**config.mk**
```make
export PLATFORM = sky130hd
export DESIGN_NAME = sdram_init_monitor
export DESIGN_NICKNAME = d
export VERILOG_FILES = /design/src/rtl/sdram_init_monitor.sv
export SDC_FILE = /design/constraint.sdc
export NUM_CORES = 1
export LEC_CHECK = 0
export CORE_UTILIZATION = 54
export CTS_BUF_LIST = sky130_fd_sc_hd__clkbuf_16
export DETAILED_ROUTE_END_ITERATION = 12
export GPL_TIMING_DRIVEN = 0
export HOLD_SLACK_MARGIN = 0.05
export PLACE_DENSITY_LB_ADDON = 0.25
export REMOVE_ABC_BUFFERS = 1
export SLEW_MARGIN = 5
export SYNTH_ARGS = -nofsm -noshare
export SYNTH_HDL_FRONTEND = slang
export SYNTH_SLANG_ARGS = --single-unit
```
**constraint.sdc**
```tcl
create_clock -name clk -period 2.7 [get_ports clk]
set_input_delay 0.54 -clock clk [delete_from_list [all_inputs] [get_ports clk]]
set_output_delay 0.54 -clock clk [all_outputs]
set_load 0.01 [all_outputs]
```
**src/rtl/sdram_init_monitor.sv**
```systemverilog
// ============================================================================
// Module  : sdram_init_monitor
// Brief   : Passive checker for the SDRAM power-up command stream (order,
//           spacing, MRS mode-word decode). Drives nothing on the SDRAM pins.
// Revision: 1.0 - initial release
// ============================================================================
`timescale 1ns/1ps
`default_nettype none

module sdram_init_monitor #(
  parameter int POWERUP_CYC = 10000,
  parameter int T_RP        = 1,
  parameter int T_RC        = 4,
  parameter int NUM_AREF    = 2
) (
  input  logic        clk,
  input  logic        rst,
  input  logic [3:0]  cmd,
  input  logic [12:0] addr,
  output logic        init_ok,
  output logic        err,
  output logic [2:0]  err_code,
  output logic [2:0]  mode_bl,
  output logic        mode_bt,
  output logic [2:0]  mode_cl,
  output logic [3:0]  aref_cnt
);

  localparam int GAP_W = 14;
  localparam int PWR_W = $clog2(POWERUP_CYC + 1);

  localparam logic [GAP_W-1:0] c_gap_max  = '1;
  localparam logic [GAP_W-1:0] c_t_rp     = GAP_W'(T_RP);
  localparam logic [GAP_W-1:0] c_t_rc     = GAP_W'(T_RC);
  localparam logic [PWR_W-1:0] c_pwr_last = PWR_W'(POWERUP_CYC - 1);
  localparam logic [3:0]       c_num_aref = 4'(NUM_AREF);

  localparam logic [3:0] c_cmd_nop  = 4'b0111;
  localparam logic [3:0] c_cmd_pall = 4'b0010;
  localparam logic [3:0] c_cmd_aref = 4'b0001;
  localparam logic [3:0] c_cmd_mrs  = 4'b0000;

  localparam logic [2:0] c_err_early = 3'd1;
  localparam logic [2:0] c_err_order = 3'd2;
  localparam logic [2:0] c_err_a10   = 3'd3;
  localparam logic [2:0] c_err_trp   = 3'd4;
  localparam logic [2:0] c_err_trc   = 3'd5;
  localparam logic [2:0] c_err_mrs   = 3'd6;

  typedef enum logic [2:0] {
    S_WAIT_PWR  = 3'd0,
    S_WAIT_PALL = 3'd1,
    S_WAIT_AREF = 3'd2,
    S_READY     = 3'd3,
    S_ERROR     = 3'd4
  } state_e;

  state_e             state_q, state_d;
  logic [PWR_W-1:0]   pwr_cnt_q, pwr_cnt_d;
  logic [GAP_W-1:0]   gap_q, gap_d;
  logic [3:0]         aref_cnt_q, aref_cnt_d;
  logic [2:0]         err_code_q, err_code_d;
  logic [2:0]         mode_bl_q, mode_bl_d;
  logic               mode_bt_q, mode_bt_d;
  logic [2:0]         mode_cl_q, mode_cl_d;

  logic               w_is_cmd;
  logic               w_is_pall;
  logic               w_is_aref;
  logic               w_is_mrs;
  logic               w_mode_legal;
  logic [3:0]         w_aref_inc;
  logic               unused_addr;

  // Deselect (cs_n high) and NOP are both idle bus cycles.
  assign w_is_cmd  = !(cmd[3] || (cmd == c_cmd_nop));
  assign w_is_pall = (cmd == c_cmd_pall);
  assign w_is_aref = (cmd == c_cmd_aref);
  assign w_is_mrs  = (cmd == c_cmd_mrs);

  assign w_mode_legal = ((addr[2:0] <= 3'd3) || (addr[2:0] == 3'd7)) &&
                        ((addr[6:4] == 3'd2) || (addr[6:4] == 3'd3));

  assign w_aref_inc  = (aref_cnt_q == 4'hF) ? 4'hF : aref_cnt_q + 4'd1;
  assign unused_addr = ^{addr[12:11], addr[9:7]};

  always_comb begin
    state_d    = state_q;
    pwr_cnt_d  = pwr_cnt_q;
    aref_cnt_d = aref_cnt_q;
    err_code_d = err_code_q;
    mode_bl_d  = mode_bl_q;
    mode_bt_d  = mode_bt_q;
    mode_cl_d  = mode_cl_q;

    if (w_is_cmd) begin
      gap_d = GAP_W'(1);
    end else if (gap_q != c_gap_max) begin
      gap_d = gap_q + GAP_W'(1);
    end else begin
      gap_d = gap_q;
    end

    case (state_q)
      S_WAIT_PWR: begin
        // A command in the expiry cycle still counts as early.
        if (w_is_cmd) begin
          state_d    = S_ERROR;
          err_code_d = c_err_early;
        end else begin
          pwr_cnt_d = pwr_cnt_q + PWR_W'(1);
          if (pwr_cnt_q == c_pwr_last) begin
            state_d = S_WAIT_PALL;
          end
        end
      end

      S_WAIT_PALL: begin
        if (w_is_cmd) begin
          if (!w_is_pall) begin
            state_d    = S_ERROR;
            err_code_d = c_err_order;
          end else if (!addr[10]) begin
            state_d    = S_ERROR;
            err_code_d = c_err_a10;
          end else begin
            state_d    = S_WAIT_AREF;
            aref_cnt_d = 4'd0;
          end
        end
      end

      S_WAIT_AREF: begin
        if (w_is_aref) begin
          if ((aref_cnt_q == 4'd0) && (gap_q < c_t_rp)) begin
            state_d    = S_ERROR;
            err_code_d = c_err_trp;
          end else if ((aref_cnt_q != 4'd0) && (gap_q < c_t_rc)) begin
            state_d    = S_ERROR;
            err_code_d = c_err_trc;
          end else begin
            aref_cnt_d = w_aref_inc;
          end
        end else if (w_is_mrs) begin
          if (aref_cnt_q < c_num_aref) begin
            state_d    = S_ERROR;
            err_code_d = c_err_order;
          end else if (gap_q < c_t_rc) begin
            state_d    = S_ERROR;
            err_code_d = c_err_trc;
          end else begin
            // Mode word is latched even when rejected, to aid debug.
            mode_bl_d = addr[2:0];
            mode_bt_d = addr[3];
            mode_cl_d = addr[6:4];
            if (w_mode_legal) begin
              state_d = S_READY;
            end else begin
              state_d    = S_ERROR;
              err_code_d = c_err_mrs;
            end
          end
        end else if (w_is_cmd) begin
          state_d    = S_ERROR;
          err_code_d = c_err_order;
        end
      end

      S_READY: begin
        if (w_is_pall) begin
          aref_cnt_d = 4'd0;
        end else if (w_is_aref) begin
          aref_cnt_d = w_aref_inc;
        end else if (w_is_mrs) begin
          mode_bl_d = addr[2:0];
          mode_bt_d = addr[3];
          mode_cl_d = addr[6:4];
          if (!w_mode_legal) begin
            state_d    = S_ERROR;
            err_code_d = c_err_mrs;
          end
        end
      end

      S_ERROR: begin
        state_d = S_ERROR;
      end

      default: begin
        state_d = S_WAIT_PWR;
      end
    endcase
  end

  always_ff @(posedge clk or posedge rst) begin
    if (rst) begin
      state_q    <= S_WAIT_PWR;
      pwr_cnt_q  <= '0;
      gap_q      <= '0;
      aref_cnt_q <= '0;
      err_code_q <= '0;
      mode_bl_q  <= '0;
      mode_bt_q  <= 1'b0;
      mode_cl_q  <= '0;
    end else begin
      state_q    <= state_d;
      pwr_cnt_q  <= pwr_cnt_d;
      gap_q      <= gap_d;
      aref_cnt_q <= aref_cnt_d;
      err_code_q <= err_code_d;
      mode_bl_q  <= mode_bl_d;
      mode_bt_q  <= mode_bt_d;
      mode_cl_q  <= mode_cl_d;
    end
  end

  assign init_ok  = (state_q == S_READY);
  assign err      = (state_q == S_ERROR);
  assign err_code = err_code_q;
  assign mode_bl  = mode_bl_q;
  assign mode_bt  = mode_bt_q;
  assign mode_cl  = mode_cl_q;
  assign aref_cnt = aref_cnt_q;

endmodule

`default_nettype wire

```
==> reports/qor.csv <==
stage,metric,value,unit
power_and_ir_drop,ir_drop,0.000506,V
timing,slew_headroom,56.2,%
drt,drc,0,
place,hpwl,3690,µm
synth,syn_area,0.00262,mm²
drt,vias_per_cell,5.99,
finish,layout.nets,319,
place,io_buffers,29,
critical_path,cp_data_required_time,2.16,ns
synth,yosysTopAreaCellShare,43.0,%
timing,tns,0,ns
timing,fin_ws,0.156,ns
floorplan,num_rows,24,
power_and_ir_drop,swShare,33.6,%
floorplan,core,0.00450,mm²
synth,ys_seq_area_share,43.0,%
floorplan,die_height,71.6,µm
hold_path,min_from,pwr_cnt_q[13],
grt,grt_pass1_vias,1962,
power_and_ir_drop,power_density,680,mW/mm²
synth,ys_top_cells_by_count,"dfrtp_1 (45), nand2_1 (21), nor2_1 (18), a21oi_1 (15), nand3_1 (15)",
clocking,hold_buffers,0,
synth,synthArstFlopShare,100,%
drt,wirelength,5310,µm
drt,postRouteAntennaNets,0,
power_and_ir_drop,power_leakage,1.28,nW
drt,first_pass_iters,4,
synth,synth_cells,263,
finish,antennaDiodeCount,0,
timing,fmaxAchievable,393,MHz
timing,worst_pin_slew,0.657,ns
timing,setup_viol,0,
clocking,clock_latency,0.29,ns
hold_path,whs_path_depth,1,
grt,grt_max_degree,31,
critical_path,cp-start-kind,flip-flop,
finish,final_core_util,69.5,%
finish,areaGrowthSynthToFinish,19.6,%
clocking,cts_htree_levels,2,
floorplan,start_util,58.1,%
floorplan,die_w,71.6,µm
synth,synth_top_area_cell,dfrtp_1,
clocking,numCtsBuffers,5,
place,preCtsSetupSlack,-0.187,ns
synth,yosys-top-cells-area,"dfrtp_1 (43%), xnor2_1 (4.7%), mux2_2 (3.4%)",
drt,wl_per_cell,15.3,µm
clocking,path_clk_slew,0.06,ns
power_and_ir_drop,clkPwrFrac,27.9,%
critical_path,worst-path-max-fanout,20,
critical_path,worst-setup-path-type,reg2out,
drt,dr_total_vias,2084,
grt,antenna_found_initial,0,
finish,multi_input_area,0.00141,mm²
clocking,cts_tree,yes,
synth,yosysMostFrequentCell,dfrtp_1,
finish,layout-drive-gt1-share,13.2,%
synth,synth_ff_type,dfrtp_1,
place,gp_congestion,0.867,
timing,slew_violations,0,
finish,fin_cells,348,
drt,drt_iter0_markers,129,
timing,rsz0062_at_grt,false,
grt,track_usage,22.9,%
synth,synth_edf_count,0,
place,dp.cells,335,
grt,grt_overflow,0,
hold_path,min_to,pwr_cnt_q[13],
clocking,clockBufferDepth,2,
synth,avgSynthCellArea,9.95,µm²
power_and_ir_drop,p_switching,0.000715,W
synth,synth_cell_type_count,60,
run_status,status,completed,
timing,finClkSkew,0.00512,ns
timing,hold_viol,0,
grt,grt_pass1_wl,9210,µm
synth,yosys_register_bits,45,
finish,ff_latch_area,0.00113,mm²
floorplan,die-area,0.00513,mm²
critical_path,r2r_cells,7,
power_and_ir_drop,intPower,0.00141,W
job,max-cap-violations,0,
clocking,cts.sinks,45,
finish,fill_cells,333,
clocking,clockRootBuffer,clkbuf_16,
timing,finalCritPeriodShare,94.2,%
hold_path,min_path_type,reg2reg,
critical_path,ff2ff_setup_slack,0.57,ns
power_and_ir_drop,pwr-share-seq,45.1,%
critical_path,r2r_end,state_q[1],
floorplan,io_pins,35,
critical_path,arrival,2.00,ns
critical_path,worst_setup_path_end_kind,output port,
timing,period_needed,2.54,ns
critical_path,reg2reg_from,pwr_cnt_q[0],
synth,synth_warnings,0,
power_and_ir_drop,p_comb_share,27.0,%
[registers in the layout, indices dropped and copies added, names as in the netlist]
name,cells
gap_q,14
pwr_cnt_q,14
aref_cnt,4
err_code,3
mode_bl,3
mode_cl,3
state_q,3
mode_bt,1
[final cells by class]
class                      instances  area share [%]
tap                               52            2.08
multi-input combinational        199            45.1
clock inverter                     3           0.520
sequential                        45            36.0
clock buffer                       5            4.00
timing repair buffer              35            11.2
inverter                           9            1.08
[critical path, stage by stage (launching register included)]
cell and delay [ns]:
dfrtp_1 0.76, nand2b_1 0.19, nor2_1 0.19, clkdlybuf4s50_1 0.57
[power by group through the flow]
stage	Clock (W)	Combinational (W)	Sequential, W
2_1_floorplan	0	0.000359	0.000948
3_3_place_gp	0	0.000552	0.000962
3_5_place_dp	0	0.000571	0.000966
4_1_cts	0.000612	0.000575	0.000956
5_1_grt	0.000641	0.000641	0.000978
6_report	0.000594	0.000575	0.000959
[routing by layer]
| layer | global-route usage, % | routed length [µm] | vias up |
|---|---|---|---|
| met4 | 6.97 | 68 | 0 |
| met5 | 0 | 0 | - |
| met2 | 35.6 | 2460 | 54 |
| met3 | 4.92 | 231 | 7 |
| li1 | - | - | 1030 |
| met1 | 32.2 | 2550 | 993 |
[metrics by stage]
step | total power (W) | area, µm² | hold slack (ns)
2_1_floorplan | 0.00131 | 2570 | 0.437
3_3_place_gp | 0.00151 | 2930 | 0.454
3_5_place_dp | 0.00154 | 2950 | 0.456
4_1_cts | 0.00214 | 3090 | 0.469
5_1_grt | 0.00226 | 3130 | 0.471
6_report | 0.00213 | 3130 | 0.468
[cells in the final DEF (no fill, tap or decap), types with 4 or more instances in the layout]
cell type        count
dfrtp_1             45
clkdlybuf4s50_1     28
nand2_1             21
nor2_1              18
a21oi_1             15
nand3_1             15
xnor2_1             14
nor3_1              11
nand4_1             10
inv_1                8
o21ai_0              8
xor2_1               8
mux2_2               8
ha_1                 5
clkbuf_16            5
buf_4                5
nor4_1               4
and3_1               4
a211oi_1             4
nand2b_1             4
[kinds of logic after synthesis]
group / Yosys count / synth area share (%)
simple gates: 110 / 25.7
compound gates: 54 / 15.1
flops: 45 / 43.0
xor+xnor: 22 / 7.37
buf+inv: 19 / 2.96
mux: 8 / 3.44
fa+ha+maj: 5 / 2.39
[timing repair]
item	4_1_cts	5_1_grt
resized for setup	0	1
setup endpoints to repair	0	8
buffers inserted	0	5
[worst max-delay path by stage]
stage / end / from / slack, ns
6_report: init_ok / state_q[0] / 0.16
5_1_grt: mode_bl[0] / cmd[2] / 0.04
4_1_cts: mode_bl[1] / cmd[1] / 0.10
3_5_place_dp: mode_bl[1] / cmd[1] / -0.19
3_3_place_gp: mode_bl[1] / cmd[1] / -0.14
2_1_floorplan: state_q[1] / pwr_cnt_q[0] / 0.73
No activity file was read; power rests on OpenSTA's default activity.
==> variant 1, RTL diff (same flow settings) <==
Re-encode `state_e` (5 states) as one-hot, 5 bits wide.
--- a/src/rtl/sdram_init_monitor.sv
+++ b/src/rtl/sdram_init_monitor.sv
@@ -47,12 +47,12 @@
   localparam logic [2:0] c_err_trc   = 3'd5;
   localparam logic [2:0] c_err_mrs   = 3'd6;
 
-  typedef enum logic [2:0] {
-    S_WAIT_PWR  = 3'd0,
-    S_WAIT_PALL = 3'd1,
-    S_WAIT_AREF = 3'd2,
-    S_READY     = 3'd3,
-    S_ERROR     = 3'd4
+  typedef enum logic [4:0] {
+    S_WAIT_PWR  = 5'b00001,
+    S_WAIT_PALL = 5'b00010,
+    S_WAIT_AREF = 5'b00100,
+    S_READY     = 5'b01000,
+    S_ERROR     = 5'b10000
   } state_e;
 
   state_e             state_q, state_d;
Function: same outputs for any inputs over 10 cycles, from zero or initial values and one cycle with rst high; not proved beyond that.
==> variant 1 against the unedited design <==
Count of clock-buffer cells in the layout unchanged; routed wire length up 7.9%; via count is 10% higher; design area is 3.0% higher; non-clock buffer count decreased by 4; final cell count increased by 8.6%; synthesized area up 3.0%; critical path type is now in -> reg; sequential cell count rose by 2; synthesized cell count rose by 6.5%; power increased by 7.0%; combinational power is 23% higher; setup slack lost 0.044 ns.
==> variant 1: results (changes against the unedited design) <==
- Outcome: finished, final reports clean
- Data arrival time at the worst-slack endpoint: 2.75 ns (+0.75 ns)
- Rel. slew slack: 36.3% (-20 points)
- Most numerous cell types in the synthesized netlist: 46 x sky130_fd_sc_hd__dfrtp_1, 23 x sky130_fd_sc_hd__nor2_1, 20 x sky130_fd_sc_hd__nand2_1
- Vias in the first global route: 2127 (+8.4%)
- Critical path fanouts, max: 14 (-30%)
- First-pass GRT wire length: 9.69 mm (+5.2%)
- Post-cts sizing count: 2 (+2)
- Largest clock skew in the final design: 0.00459 ns (-0.000523 ns)
- Post-CTS Setup Bufs: 0 (unchanged)
- Number of distinct library cells after synthesis: 53 (-12%)
- Cell area after placement: 3060 µm² (+3.8%)
- Fraction of final layout cells sized beyond drive strength 1: 11.3% (-1.9 points)
- Max IR drop VDD: 0.000367 V (-28%)
- Global placement routability congestion: 0.841 (-3.0%)
- Worst min-delay path class: reg -> reg
- Half-perimeter wire length after detailed placement: 4.02 mm (+8.8%)
- DRC violation total after the first TritonRoute iteration: 175 (+36%)
- Number of nets in the layout: 334 (+4.7%)
- Logic depth of the worst register-to-register path: 5 (-2)
- Area contributors post-synth: sky130_fd_sc_hd__dfrtp_1 43%, sky130_fd_sc_hd__xnor2_1 5.5%, sky130_fd_sc_hd__mux2_2 3.3%
- Maximum number of pins on one net before global-route repair: 36 (+16%)
- All-Layer GR Usage: 23.5% (+0.67 points)
- Pre-CTS WS: -0.652 ns (-0.466 ns)
- Leakage dissipation: 0.00134 µW (+4.7%)
- Wire length per cell after detailed routing: 15.2 µm (-0.71%)
- Clock Pin Slew Worst Setup and Hold Paths: 0.06 ns (about the same)
- CP peak stage delay: 0.54 ns (-0.22 ns)
## variant 1: cell types whose count changed after synthesis, moves of 3 or more
cell / unedited run / this run
sky130_fd_sc_hd__and2_1: 0 / 3
sky130_fd_sc_hd__a211oi_1: 4 / 0
sky130_fd_sc_hd__or4b_2: 0 / 3
sky130_fd_sc_hd__xnor2_1: 14 / 17
sky130_fd_sc_hd__a21oi_1: 15 / 9
sky130_fd_sc_hd__o211ai_1: 0 / 4
sky130_fd_sc_hd__nor2b_1: 0 / 3
sky130_fd_sc_hd__o21ai_0: 8 / 16
sky130_fd_sc_hd__nor2_1: 18 / 23
sky130_fd_sc_hd__or3_1: 1 / 4
## variant 1: cell type report
type                    instances  area [µm²]  share of cell area [%]
inverters                       8        30.0                   0.932
multi-input cells             217        1480                    45.8
clock buffers                   5         125                    3.88
flip-flops and latches         47        1180                    36.5
clock inverters                 3        12.5                   0.388
well taps                      67        83.8                    2.60
repair buffers                 31         318                    9.86
## variant 1: through the flow
step	std cells	hold slack, ns
global placement	368	0.454
CTS	378	0.465
finish	378	0.458
global route	378	0.472
detailed placement	370	0.456
floorplan	272	0.434
## variant 1: per-layer routing
metal | vias to the layer above | GRT usage [%] | wire length [µm]
met5 | - | 0 | 0
met4 | 0 | 9.15 | 63
met3 | 8 | 4.97 | 242
met2 | 64 | 38.6 | 2840
met1 | 1121 | 30.6 | 2580
li1 | 1108 | - | -
## variant 1: worst paths after layout
kind,startpoint,to,slack (ns)
max reg2reg,gap_q[8],err_code[0],0.31
min,pwr_cnt_q[10],pwr_cnt_q[10],0.46
max,cmd[2],err_code[0],0.11
max in group asynchronous,rst,state_q[0],1.62
min reg2reg,pwr_cnt_q[10],pwr_cnt_q[10],0.46
min in group asynchronous,rst,gap_q[8],0.53
## variant 1: logic make-up (layout without fill, tap and decap cells)
logic type / Yosys count / count (layout) / synth area share (%)
compound gates: 60 / 60 / 15.9
xor+xnor: 23 / 23 / 7.47
fa+ha+maj: 5 / 5 / 2.32
buf+inv: 16 / 47 / 2.74
flops: 47 / 47 / 43.7
mux: 9 / 9 / 3.71
simple gates: 120 / 120 / 24.2
## variant 1: critical path: cells and delay by family
| kind | cells | cell delay [ns] |
|---|---|---|
| AO/OA/AOI/OAI | 4 | 1.47 |
| buffers and inverters | 1 | 0.53 |
| AND/OR/NAND/NOR | 1 | 0.21 |
## variant 1: power by group
part / internal [µW] / total (µW) / switching (µW)
combinational: 348 / 706 / 358
clock: 335 / 582 / 247
sequential: 829 / 990 / 161
total: 1510 / 2280 / 766
==> variant 2, RTL diff (same flow settings) <==
Made on the original files. `POWERUP_CYC`: 10000 -> 40000.
--- a/src/rtl/sdram_init_monitor.sv
+++ b/src/rtl/sdram_init_monitor.sv
@@ -8,7 +8,7 @@
 `default_nettype none
 
 module sdram_init_monitor #(
-  parameter int POWERUP_CYC = 10000,
+  parameter int POWERUP_CYC = 40000,
   parameter int T_RP        = 1,
   parameter int T_RC        = 4,
   parameter int NUM_AREF    = 2
Behaviour: no difference found for any inputs over 10 cycles, from zero or initial values and one cycle with rst high; that may be too few to reach the edited logic, so the function may still have changed.
==> variant 2 against the unedited design <==
Design area grew 3.1%; register-to-register slack got worse by 0.05 ns; routed wire length rose by 3.8%; sequential cell count is 2 higher; setup slack improved by 0.13 ns; via count increased by 4.1%; synthesized area rose by 3.3%; clock power is 14% higher; power is 0.36% lower; final cell count up 4.6%; critical path depth unchanged; largest power group unchanged.
==> variant 2: results (changes against the unedited design) <==
- Most numerous cell types in the synthesized netlist: 47 x sky130_fd_sc_hd__dfrtp_1, 21 x sky130_fd_sc_hd__nand2_1, 21 x sky130_fd_sc_hd__xnor2_1
- Category of cells accounting for the largest share of critical-path delay: buffers and inverters
- Wirelength, routed: 5.51 mm (+3.8%)
- Met1 capacity usage during global routing: 30.4% (-1.8 points)
- Half-perimeter wire length after detailed placement: 3.89 mm (+5.5%)
- Critical path fanouts, max: 13 (-35%)
- Launch instance of the worst register-to-register path: gap_q[8]
- Routed wire length on met3: 234 µm (+1.3%)
- Share of power burned in the clock network: 32.0% (+4.1 points)
- Outcome: finished, final reports clean
- Worst Min Path Start: pwr_cnt_q[5]
- Fraction of the mapped netlist area in compound gates: 12.6% (-2.5 points)
- Clock sink count: 47 (+4.4%)
- Data arrival time at the worst-slack endpoint: 1.87 ns (-0.13 ns)
- Sequential area share after synthesis: 43.5% (+0.50 points)
- Maximum number of pins on one net before global-route repair: 34 (+9.7%)
- Destination of the worst register-to-register timing path: err_code[0]
- Register fraction of the total cell area: 36.4% (+0.46 points)
- DRC violation total after the first TritonRoute iteration: 91 (-29%)
- Number of nets in the layout: 320 (+0.31%)
- Global routing usage on met2: 38.2% (+2.6 points)
- Footprint of the multi-input gates: 1470 µm² (+3.8%)
- Fraction of final layout cells sized beyond drive strength 1: 11.1% (-2.1 points)
- Global placement routability congestion: 0.894 (+3.1%)
- Vias in the first global route: 2101 (+7.1%)
- Met2 Wirelength: 2.67 mm (+8.5%)
- Logic depth of the worst register-to-register path: 5 (-2)
- Max IR drop VDD: 0.000558 V (+10%)
- Number of distinct library cells after synthesis: 58 (-3.3%)
- Rel. slew slack: 54.9% (-1.3 points)
- Net switching component of the power: 622 µW (-13%)
- Non-clock inverter total of the final layout: 7 (-2)
- Pre-CTS WS: 0.0340 ns (+0.221 ns)
- Area contributors post-synth: sky130_fd_sc_hd__dfrtp_1 44%, sky130_fd_sc_hd__xnor2_1 6.8%, sky130_fd_sc_hd__mux2_2 3.8%
- Worst hold slack after final layout: 0.476 ns (+0.00867 ns)
- CP peak stage delay: 0.55 ns (-0.21 ns)
- Multi-input combinational cell count: 205 (+3.0%)
- Clock buffer and inverter area fraction after layout: 5.08% (+0.56 points)
- Biggest register: pwr_cnt_q
- Worst min-delay path endpoint: pwr_cnt_q[5]
- Post-synthesis mux area share: 4.54% (+1.1 points)
- Met3 Use GR: 5.25% (+0.33 points)
- Post-synthesis adder-cell area fraction: 2.32% (-0.075 points)
- Critical-path cell with the highest stage delay: sky130_fd_sc_hd__clkdlybuf4s50_1
## variant 2: cell types whose count changed in the layout (fill, tap and decap cells not counted), moves of 6 or more
cell,delta
sky130_fd_sc_hd__nor3_1,-6
sky130_fd_sc_hd__a31oi_1,+6
sky130_fd_sc_hd__a21oi_1,-10
sky130_fd_sc_hd__xnor2_1,+7
sky130_fd_sc_hd__and2_1,+6
## variant 2: how the worst max path moves through the flow
stage	start	to	slack, ns	cells past startpoint
floorplan	addr[2]	state_q[0]	0.85	5
global placement	cmd[0]	state_q[0]	0.04	6
detailed placement	cmd[0]	state_q[0]	0.03	6
CTS	state_q[1]	err	0.29	3
global route	state_q[1]	err	0.17	3
finish	state_q[1]	err	0.29	3
## variant 2: through the flow
step	total power [µW]	util (%)	std cells	cell area (µm²)
2_1_floorplan	1230	-	259	2670
6_report	2120	67.9	364	3230
5_1_grt	2240	67.9	364	3230
4_1_cts	2140	67.9	364	3230
3_3_place_gp	1420	64.0	355	3040
3_5_place_dp	1450	64.4	356	3060
